$ cat src/rtl/des_round_key_seq.sv
`default_nettype none
//==============================================================================
// Module      : des_round_key_seq
// Description : Sequential DES key scheduler. Produces one 48-bit round key
//               per handshake for an iterative DES round datapath.
//               Encrypt mode emits K1..K16 by rotating C/D left. Decrypt mode
//               emits K16..K1 by rotating C/D right, so no key table is kept.
//
// Ports
//   clk        in   1   single clock, rising edge
//   rst_n      in   1   synchronous active-low reset
//   start      in   1   start request, sampled only while idle
//   decrypt    in   1   mode, sampled with start (0: K1..K16, 1: K16..K1)
//   key        in  64   DES key, DES bit n = key[64-n]; parity in key[8k]
//   busy       out  1   high from the accepted start until done
//   rk_valid   out  1   round_key / round_idx valid
//   rk_ready   in   1   consumer accepts the current round key
//   round_key  out 48   PC-2 output, DES bit 1 = round_key[47]; 0 when idle
//   round_idx  out  4   output ordinal 0..15 (not the DES round number)
//   done       out  1   one-cycle pulse after the 16th handshake
//   par_err    out  1   one-cycle pulse when a key fails odd parity
//
// Revision    : 1.0 - initial release
//==============================================================================
module des_round_key_seq #(
    parameter bit PARITY_CHK = 1'b0
) (
    input  logic        clk,
    input  logic        rst_n,
    input  logic        start,
    input  logic        decrypt,
    input  logic [63:0] key,
    output logic        busy,
    output logic        rk_valid,
    input  logic        rk_ready,
    output logic [47:0] round_key,
    output logic [3:0]  round_idx,
    output logic        done,
    output logic        par_err
);

    // -------------------------------------------------------------------------
    // State encoding
    // -------------------------------------------------------------------------
    localparam logic [0:0] c_ST_IDLE = 1'b0;
    localparam logic [0:0] c_ST_EMIT = 1'b1;

    // -------------------------------------------------------------------------
    // Permuted choice tables, in DES bit numbering (bit 1 = MSB).
    // PC-1 selects from the 64-bit key; the first 28 entries form C, the
    // last 28 form D. PC-2 selects from the 56-bit {C, D} concatenation.
    // -------------------------------------------------------------------------
    localparam int c_PC1 [56] = '{
        57, 49, 41, 33, 25, 17,  9,
         1, 58, 50, 42, 34, 26, 18,
        10,  2, 59, 51, 43, 35, 27,
        19, 11,  3, 60, 52, 44, 36,
        63, 55, 47, 39, 31, 23, 15,
         7, 62, 54, 46, 38, 30, 22,
        14,  6, 61, 53, 45, 37, 29,
        21, 13,  5, 28, 20, 12,  4
    };

    localparam int c_PC2 [48] = '{
        14, 17, 11, 24,  1,  5,
         3, 28, 15,  6, 21, 10,
        23, 19, 12,  4, 26,  8,
        16,  7, 27, 20, 13,  2,
        41, 52, 31, 37, 47, 55,
        30, 40, 51, 45, 33, 48,
        44, 49, 39, 56, 34, 53,
        46, 42, 50, 36, 29, 32
    };

    // -------------------------------------------------------------------------
    // Helper functions
    // -------------------------------------------------------------------------

    // PC-1: returns {C, D}; DES bit 57 (key[7]) lands in C[27].
    function automatic logic [55:0] pc1(input logic [63:0] k);
        logic [55:0] cd;
        cd = '0;
        for (logic [5:0] i = 6'd0; i < 6'd56; i = i + 6'd1) begin
            cd[6'd55 - i] = k[6'(64 - c_PC1[i])];
        end
        return cd;
    endfunction

    // PC-2 over {C, D}; {C, D} bit n (DES numbering) is cd[56-n].
    function automatic logic [47:0] pc2(input logic [27:0] c, input logic [27:0] d);
        logic [55:0] cd;
        logic [47:0] k;
        cd = {c, d};
        k  = '0;
        for (logic [5:0] i = 6'd0; i < 6'd48; i = i + 6'd1) begin
            k[6'd47 - i] = cd[6'(56 - c_PC2[i])];
        end
        return k;
    endfunction

    // Rounds 1, 2, 9 and 16 shift by one position, all others by two.
    function automatic logic shift_is_one(input logic [4:0] r);
        return (r == 5'd1) || (r == 5'd2) || (r == 5'd9) || (r == 5'd16);
    endfunction

    function automatic logic [27:0] rol28(input logic [27:0] x, input logic one);
        return one ? {x[26:0], x[27]} : {x[25:0], x[27:26]};
    endfunction

    function automatic logic [27:0] ror28(input logic [27:0] x, input logic one);
        return one ? {x[0], x[27:1]} : {x[1:0], x[27:2]};
    endfunction

    // -------------------------------------------------------------------------
    // Registers
    // -------------------------------------------------------------------------
    logic [0:0]  r_state;
    logic [27:0] r_c;
    logic [27:0] r_d;
    logic        r_dec;
    logic [3:0]  r_idx;
    logic        r_busy;
    logic        r_valid;
    logic        r_done;
    logic        r_par_err;

    // -------------------------------------------------------------------------
    // Combinational helpers
    // -------------------------------------------------------------------------
    logic [7:0]  w_byte_odd;
    logic        w_key_ok;
    logic [55:0] w_pc1_cd;
    logic [27:0] w_pc1_c;
    logic [27:0] w_pc1_d;
    logic        w_step_one;
    logic [27:0] w_next_c;
    logic [27:0] w_next_d;
    logic [47:0] w_subkey;
    logic        w_handshake;

    // Each key byte must carry an odd number of ones.
    for (genvar b = 0; b < 8; b++) begin : g_parity
        assign w_byte_odd[b] = ^key[8*b+7 : 8*b];
    end

    assign w_key_ok    = PARITY_CHK ? (&w_byte_odd) : 1'b1;
    assign w_handshake = r_valid & rk_ready;

    always_comb begin
        w_pc1_cd = pc1(key);
        w_pc1_c  = w_pc1_cd[55:28];
        w_pc1_d  = w_pc1_cd[27:0];

        // Encrypt moves from round idx+1 to idx+2, decrypt from 16-idx back
        // to 15-idx, so the shift undone is that of round 16-idx.
        if (r_dec) begin
            w_step_one = shift_is_one(5'd16 - {1'b0, r_idx});
        end else begin
            w_step_one = shift_is_one({1'b0, r_idx} + 5'd2);
        end

        if (r_dec) begin
            w_next_c = ror28(r_c, w_step_one);
            w_next_d = ror28(r_d, w_step_one);
        end else begin
            w_next_c = rol28(r_c, w_step_one);
            w_next_d = rol28(r_d, w_step_one);
        end

        w_subkey = pc2(r_c, r_d);
    end

    // -------------------------------------------------------------------------
    // Control FSM and C/D rotation
    // -------------------------------------------------------------------------
    always_ff @(posedge clk) begin
        if (!rst_n) begin
            r_state   <= c_ST_IDLE;
            r_c       <= '0;
            r_d       <= '0;
            r_dec     <= 1'b0;
            r_idx     <= '0;
            r_busy    <= 1'b0;
            r_valid   <= 1'b0;
            r_done    <= 1'b0;
            r_par_err <= 1'b0;
        end else begin
            r_done    <= 1'b0;
            r_par_err <= 1'b0;

            case (r_state)
                c_ST_IDLE: begin
                    if (start) begin
                        if (w_key_ok) begin
                            r_dec   <= decrypt;
                            r_busy  <= 1'b1;
                            r_valid <= 1'b1;
                            r_idx   <= '0;
                            r_state <= c_ST_EMIT;
                            // Decrypt starts at K16, whose C/D equal PC-1
                            // (total rotation of 28); encrypt starts at K1.
                            if (decrypt) begin
                                r_c <= w_pc1_c;
                                r_d <= w_pc1_d;
                            end else begin
                                r_c <= rol28(w_pc1_c, 1'b1);
                                r_d <= rol28(w_pc1_d, 1'b1);
                            end
                        end else begin
                            r_par_err <= 1'b1;
                        end
                    end
                end

                c_ST_EMIT: begin
                    if (w_handshake) begin
                        if (r_idx == 4'd15) begin
                            r_state <= c_ST_IDLE;
                            r_valid <= 1'b0;
                            r_busy  <= 1'b0;
                            r_done  <= 1'b1;
                            r_idx   <= '0;
                            // Encrypt has already rotated 28 positions; decrypt
                            // still owes round 1's right shift to get back to PC-1.
                            if (r_dec) begin
                                r_c <= w_next_c;
                                r_d <= w_next_d;
                            end
                        end else begin
                            r_idx <= r_idx + 4'd1;
                            r_c   <= w_next_c;
                            r_d   <= w_next_d;
                        end
                    end
                end

                default: begin
                    r_state <= c_ST_IDLE;
                end
            endcase
        end
    end

    // -------------------------------------------------------------------------
    // Outputs
    // -------------------------------------------------------------------------
    assign busy      = r_busy;
    assign rk_valid  = r_valid;
    assign round_key = r_valid ? w_subkey : '0;
    assign round_idx = r_idx;
    assign done      = r_done;
    assign par_err   = r_par_err;

endmodule
`default_nettype wire

$ cat config.mk
export PLATFORM = sky130hd
export DESIGN_NAME = des_round_key_seq
export DESIGN_NICKNAME = d
export VERILOG_FILES = /design/src/rtl/des_round_key_seq.sv
export SDC_FILE = /design/constraint.sdc
export NUM_CORES = 1
export LEC_CHECK = 0
export CORE_UTILIZATION = 30
export CTS_BUF_LIST = sky130_fd_sc_hd__clkbuf_8
export DETAILED_ROUTE_END_ITERATION = 6
export HOLD_SLACK_MARGIN = 0.06
export SYNTH_ARGS = -nofsm -noshare
export SYNTH_HDL_FRONTEND = slang
export SYNTH_SLANG_ARGS = --single-unit
export TNS_END_PERCENT = 100
$ cat constraint.sdc
create_clock -name clk -period 2.7 [get_ports clk]
set_clock_uncertainty 0.15 [all_clocks]
set_input_delay 0.54 -clock clk [delete_from_list [all_inputs] [get_ports clk]]
set_output_delay 0.54 -clock clk [all_outputs]
set_load 0.02 [all_outputs]
### Yosys cells after proc, flatten, opt, wreduce, memory -nomap -nowiden

Cells that the tools add are included.

* add/sub/neg operators: 3
* equal/unequal tests: 13
* multiplexer cells: 33
* bitwise operators: 2
* reductions and logical operators: 11

Operators by type and width (count)
* two-way mux 28 bit: 16
* case mux 28 bit (2 select lines): 2
* two-way mux 48 bit: 1
* two-way mux 4 bit: 3
* equality test 5 x 1 -> 1 bit, second input constant: 2
* equality test 5 x 2 -> 1 bit, second input constant: 2
* equality test 5 x 4 -> 1 bit, second input constant: 2
* equality test 5 bit, second input constant: 2
* AND reduction 3 bit: 3
* two-way mux 1 bit: 8
* case mux 4 bit (2 select lines): 1
* logical OR 1 bit: 6
* adder 4 x 2 -> 5 bit, second input constant: 1
* subtractor 5 x 4 -> 5 bit, first input constant: 1
* adder 4 x 1 -> 4 bit, second input constant: 1
* equality test 4 bit, second input constant: 1
* != test 2 x 1 -> 1 bit, second input constant: 2
* case mux 1 bit (2 select lines): 2
* AND reduction 2 bit: 2
* != test 3 bit, second input constant: 1
* != test 2 bit, second input constant: 1
* bitwise AND 1 bit: 1
* NOT 1 bit: 1

* register bits: 64
* output and inout bits: 56
* logic and storage cells: 69

### Logic depth before layout (Yosys ltp)

* word-level depth: 12
* depth in mapped cells: 11
* gate-level depth less buffers: 8

### Worst setup path before layout

No wires, ideal clock.

* path kind: register to register
* start point: register r_idx[1] (netlist: round_idx[1])
* end point: register r_d[21]
* setup time: 0.122 ns
* arrival time: 2.192 ns
* required time: 2.428 ns
* path slack: 0.236 ns
* cell stages (with the launch flop): 11
* buffers on the path: 2
* path through: dfxtp_1 inv_1 ha_1 nor2_1 o21ai_0 or2_1 buf_4 buf_6 and3_1 a21o_1 a221o_1

* longest elaborated chain between the ends: 12
* elaborated cells on any way between the ends: 27
* those cells by class: add/sub (2); eq/ne (10); mux (8); reduce/logical (7)

Ends and longest elaborated chain
* start, declared: line 121 `logic [3:0] r_idx;`
* start signal, assigned: line 230 `r_idx <= r_idx + 4'd1;`
* subtractor 5 x 4 -> 5 bit or adder 4 x 2 -> 5 bit (tied branches): line 157, 159
* equality test 5 x 1 -> 1 bit or equality test 5 x 2 -> 1 bit (tied branches): line 103 `return (r == 5'd1) || (r == 5'd2) || (r == 5'd9) || (r == 5'd16);`
* logical OR 1 bit (3 in series): line 103
* two-way mux 1 bit: line 156 `if (r_dec) begin`
* two-way mux 28 bit, on equally long branches: line 107, 111
* two-way mux 28 bit: line 162 `if (r_dec) begin`
* two-way mux 28 bit: line 225 `if (r_dec) begin`
* two-way mux 28 bit: line 217 `if (r_idx == 4'd15) begin`
* two-way mux 28 bit: line 216 `if (w_handshake) begin`
* case mux 28 bit (2 select lines): line 191 `case (r_state)`
* end signal, assigned: line 204 `r_d <= w_pc1_d;`
* end signal, assigned: line 227 `r_d <= w_next_d;`
* end signal, assigned: line 232 `r_d <= w_next_d;`
* end, declared: line 119 `logic [27:0] r_d;`

Several ways; a longest one is shown, not always the timed one. The select of a mux whose other input is x is not followed.
A chain may end at the register's enable or synchronous reset.

### Final worst setup path

* start point: register r_valid (netlist: rk_valid)
* end point: output round_key[4]

* longest elaborated chain between the ends: 1

Ends and longest elaborated chain
* start, declared: line 123 `logic r_valid;`
* start signal, assigned: line 184 `r_valid <= 1'b0;`
* start signal, assigned: line 197 `r_valid <= 1'b1;`
* start signal, assigned: line 219 `r_valid <= 1'b0;`
* two-way mux 48 bit: line 249 `assign round_key = r_valid ? w_subkey : '0;`
* end, declared: line 36 `output logic [47:0] round_key,`

Every way passes these cells. The select of a mux whose other input is x is not followed.

==> implementation parameters <==
Parameter                              Value

Die
  Standard cell core area    16,100 sq um
  Chip Height    131 um
  Total I/O pin count    125
  Number of rows in the core area    46
  Area of the die    approximately 17,000 sq um
  Initial core utilization    0.311
  Horizontal extent of the die    roughly 130 um

Setup path
  Worst path slowest cell    sky130_fd_sc_hd__clkdlybuf4s50_1
  Chain of cells forming the critical path    buf_4 -> and2_1 -> clkdlybuf4s50_1
  Data required time at the worst endpoint    2.01 ns
  R2r worst-path depth    9
  Critical path peak fanout    16
  Critical path capture point type    output pin
  Critical Setup Path Class    reg -> out
  Startpoint kind of the worst setup timing path    flip-flop
  CP max stage delay    about 0.60 ns
  Data arrival time of the critical path    1.88 ns
  Reg-to-Reg Start    round_idx[1]
  Flop-to-flop setup slack    approximately 0.16 ns
  End of the worst register-to-register path    r_d[21]

Global routing
  First-pass GRT wire length    approximately 26,000 um
  Overflow left after global routing    0
  Met3 demand-to-capacity share in global routing    0.0313
  Number of antenna violations at the first check in global routing    0
  Pin count of the biggest net entering global routing    44
  Overall track demand over capacity in global routing    0.190
  Global routing usage on met2    0.278
  Global route hottest layer    met1
  Vias in the first global route    4,674
  Met1 Usage GRT    0.284

Clock tree
  Worst-Skew Late Latency    ~0.36 ns
  CTS HTree Levels    3
  CTS clk-pin slew, worst paths    approximately 0.08 ns
  Postcts setup bufs    0
  Total number of clock tree sinks    64
  Clock tree buffer depth    2
  Buffer type at the clock tree root    sky130_fd_sc_hd__clkbuf_8
  Cts bufs inserted    9
  CTS tree    built
  Post-CTS Hold Fix Bufs    0

Synth
  Yosys warning total    0
  Post-synthesis cell count    about 640
  Sequential fraction of the synthesis area    0.256
  Avg Synthesized Cell Area    between 7 and 8 sq um
  Number of flops mapped to enable cells by yosys    0
  Synth top area share    0.256
  Synth area leader    sky130_fd_sc_hd__dfxtp_1
  Mapped Area    5010 sq um
  Dominant cells by area after synthesis    sky130_fd_sc_hd__dfxtp_1 26%, sky130_fd_sc_hd__mux2i_1 8.2%, sky130_fd_sc_hd__o21ai_0 6.8%, sky130_fd_sc_hd__and3_1 6.1%, sky130_fd_sc_hd__a21oi_1 4.2%
  Synth Flop Type    sky130_fd_sc_hd__dfxtp_1
  Number of synthesized register bits    64
  Proportion of register bits with asynchronous set or reset after synthesis    0
  Number of unique standard cell types used by synthesis    53

Hold path
  Endpoint of the worst hold-timing path    r_c[21]
  Worst hold-check path type    reg -> reg
  Hold Crit Depth    2
  Worst Hold Launch    r_c[21]

Layout
  Proportion of layout cells with a drive suffix above 1    0.127
  Number of standard cells in the layout, taps in and fillers out    924
  Area growth syn-to-layout    24.7%
  Final Cell Area    around 6300 sq um
  Diodes inserted    0
  End-of-flow core utilization    0.388
  Final layout net count    slightly below 800
  # fillers    1,712

STA
  Slew at the pin closest to its max-slew limit    approximately 0.82 ns
  Slew headroom    0.452
  Number of hold-slack violations in the final timing report    0
  Total negative slack for setup checks    0 ns
  Worst slack on hold paths    about 0.37 ns
  Final setup violation count    0
  FMAX    0.390 GHz
  Crit path time final    around 2.6 ns
  Count of final max-slew check failures    0
  Setup repair after global routing missed its margin    false
  Crit share post-route    0.950
  Final worst-path setup slack    0.134 ns

Power and ir drop
  Leakage power figure    approximately 2.5 nW
  Worst voltage drop across the vdd grid    ~0.00023 V
  Total power    between 2 and 3 mW
  Pwr Density    approximately 420 nW/um^2

Run status
  Result of the run    complete, no violations

Routing
  Remaining number of nets flagged by the antenna check after routing    0
  Number of optimization iterations in the first detailed-route pass    5
  Starting DRT DRC Count    596
  Total number of vias    5,175
  Final wirelength    16,400 um
  Average wire length per cell after detail routing    17.7 um
  DRC Markers    0
  Post-DR vias/cell    5.60

Run
  Number of max-cap violations    0

Placed design
  Input/output buffers    66
  Number of instances in the placed design    between 900 and 1,000
  Post-DP HPWL    about 11,000 um
  RD Place Congestion    0.847
  Cell area after placement    between 6000 and 7000 sq um
  Worst slack at placement    0.116 ns
## flip-flops by register name, summed over array words and instances (netlist names)
register / flops
r_c: 28
r_dec: 1
done: 1
r_d: 28
rk_valid: 1
round_idx: 4
r_state: 1
## synth_stat cells, types with 3 or more instances
| cell type | count |
|---|---|
| sky130_fd_sc_hd__buf_2 | 14 |
| sky130_fd_sc_hd__a21boi_1 | 4 |
| sky130_fd_sc_hd__clkbuf_1 | 43 |
| sky130_fd_sc_hd__or3_1 | 9 |
| sky130_fd_sc_hd__a21oi_1 | 42 |
| sky130_fd_sc_hd__inv_1 | 5 |
| sky130_fd_sc_hd__and3_1 | 49 |
| sky130_fd_sc_hd__a2111oi_0 | 9 |
| sky130_fd_sc_hd__a221o_1 | 10 |
| sky130_fd_sc_hd__a31oi_1 | 22 |
| sky130_fd_sc_hd__mux2i_1 | 41 |
| sky130_fd_sc_hd__dfxtp_1 | 64 |
| sky130_fd_sc_hd__and4_1 | 3 |
| sky130_fd_sc_hd__buf_6 | 3 |
| sky130_fd_sc_hd__nand2b_1 | 4 |
| sky130_fd_sc_hd__nor2_1 | 21 |
| sky130_fd_sc_hd__a211o_1 | 3 |
| sky130_fd_sc_hd__a21boi_0 | 21 |
| sky130_fd_sc_hd__ha_1 | 7 |
| sky130_fd_sc_hd__xnor2_1 | 3 |
| sky130_fd_sc_hd__o221ai_1 | 3 |
| sky130_fd_sc_hd__o211ai_1 | 25 |
| sky130_fd_sc_hd__o21ai_0 | 68 |
| sky130_fd_sc_hd__and2_1 | 29 |
| sky130_fd_sc_hd__nor2b_1 | 3 |
| sky130_fd_sc_hd__a21o_1 | 3 |
| sky130_fd_sc_hd__mux2_2 | 14 |
| sky130_fd_sc_hd__a311oi_1 | 8 |
| sky130_fd_sc_hd__nand3_1 | 25 |
| sky130_fd_sc_hd__nand2_1 | 36 |
| sky130_fd_sc_hd__buf_4 | 25 |
## layout by cell type, fill, tap and decap left out, types with 10 or more instances in the layout
cell type | synthesis | routed
sky130_fd_sc_hd__o211ai_1 | 25 | 25
sky130_fd_sc_hd__a21oi_1 | 42 | 41
sky130_fd_sc_hd__nor2_1 | 21 | 20
sky130_fd_sc_hd__a21boi_0 | 21 | 21
sky130_fd_sc_hd__conb_1 | 1 | 22
sky130_fd_sc_hd__o21ai_0 | 68 | 68
sky130_fd_sc_hd__clkbuf_8 | 0 | 11
sky130_fd_sc_hd__a31oi_1 | 22 | 22
sky130_fd_sc_hd__nand3_1 | 25 | 25
sky130_fd_sc_hd__a221o_1 | 10 | 10
sky130_fd_sc_hd__mux2i_1 | 41 | 40
sky130_fd_sc_hd__buf_4 | 25 | 39
sky130_fd_sc_hd__mux2_2 | 14 | 14
sky130_fd_sc_hd__and3_1 | 49 | 49
sky130_fd_sc_hd__dfxtp_1 | 64 | 63
sky130_fd_sc_hd__clkdlybuf4s50_1 | 0 | 66
sky130_fd_sc_hd__nand2_1 | 36 | 36
sky130_fd_sc_hd__and2_1 | 29 | 29
## final cells by class
class,count,area (sq um),area share
Multi-Input combinational cell,510,3370,0.539
Sequential cell,64,1280,0.205
Timing Repair Buffer,113,1100,0.177
Tap cell,216,270,0.0432
Clock buffer,11,151,0.0242
Clock inverter,5,55.1,0.00881
Inverter,5,18.8,0.00300
## worst max-delay path: cells and delay by family (launching register included)
family | cells | cell delay [ns]
buf+inv | 2 | 0.86
simple gates | 1 | 0.16
flops | 1 | 0.50
## power breakdown
part           internal, mW  total (mW)  switching (mW)
sequential            0.994        1.06          0.0682
combinational         0.285       0.663           0.379
clock                 0.474       0.897           0.423
total                  1.75        2.62           0.870
## worst max-delay path by stage
stage | from | endpoint | slack, ns | depth (start not counted)
after global routing | rk_valid | round_key[6] | 0.04 | 3
after CTS | rk_valid | round_key[4] | 0.09 | 3
after detailed placement | round_idx[1] | r_c[3] | 0.12 | 9
final | rk_valid | round_key[4] | 0.13 | 3
after global placement | round_idx[1] | r_c[11] | 0.16 | 9
after floorplan | round_idx[1] | r_d[21] | 0.24 | 10
## metal layers
| layer | routed length [um] | vias to the layer above |
|---|---|---|
| li1 | - | 2473 |
| met1 | 8000 | 2494 |
| met2 | 7090 | 192 |
| met3 | 1050 | 16 |
| met4 | 217 | 0 |
| met5 | 0 | - |
## cells by family (layout without fill, tap and decap cells)
family / count (synthesis) / in the layout / synth area share
AO/OA/AOI/OAI: 233 / 233 / 0.304
AND/OR/NAND/NOR: 186 / 186 / 0.199
buffers and inverters: 91 / 134 / 0.0951
flip-flops: 64 / 64 / 0.256
multiplexers: 58 / 58 / 0.121
adder cells (fa/ha/maj): 7 / 7 / 0.0175
XOR/XNOR: 4 / 4 / 0.00699
other: 1 / 22 / 0.000748
## repair_timing
| item | in CTS | in global routing |
|---|---|---|
| endpoints found under the hold margin | 0 | 0 |
| gates resized for setup | 0 | 7 |
| endpoints found under the setup margin | 0 | 16 |
Note: power is estimated with default switching activity, not from simulation.
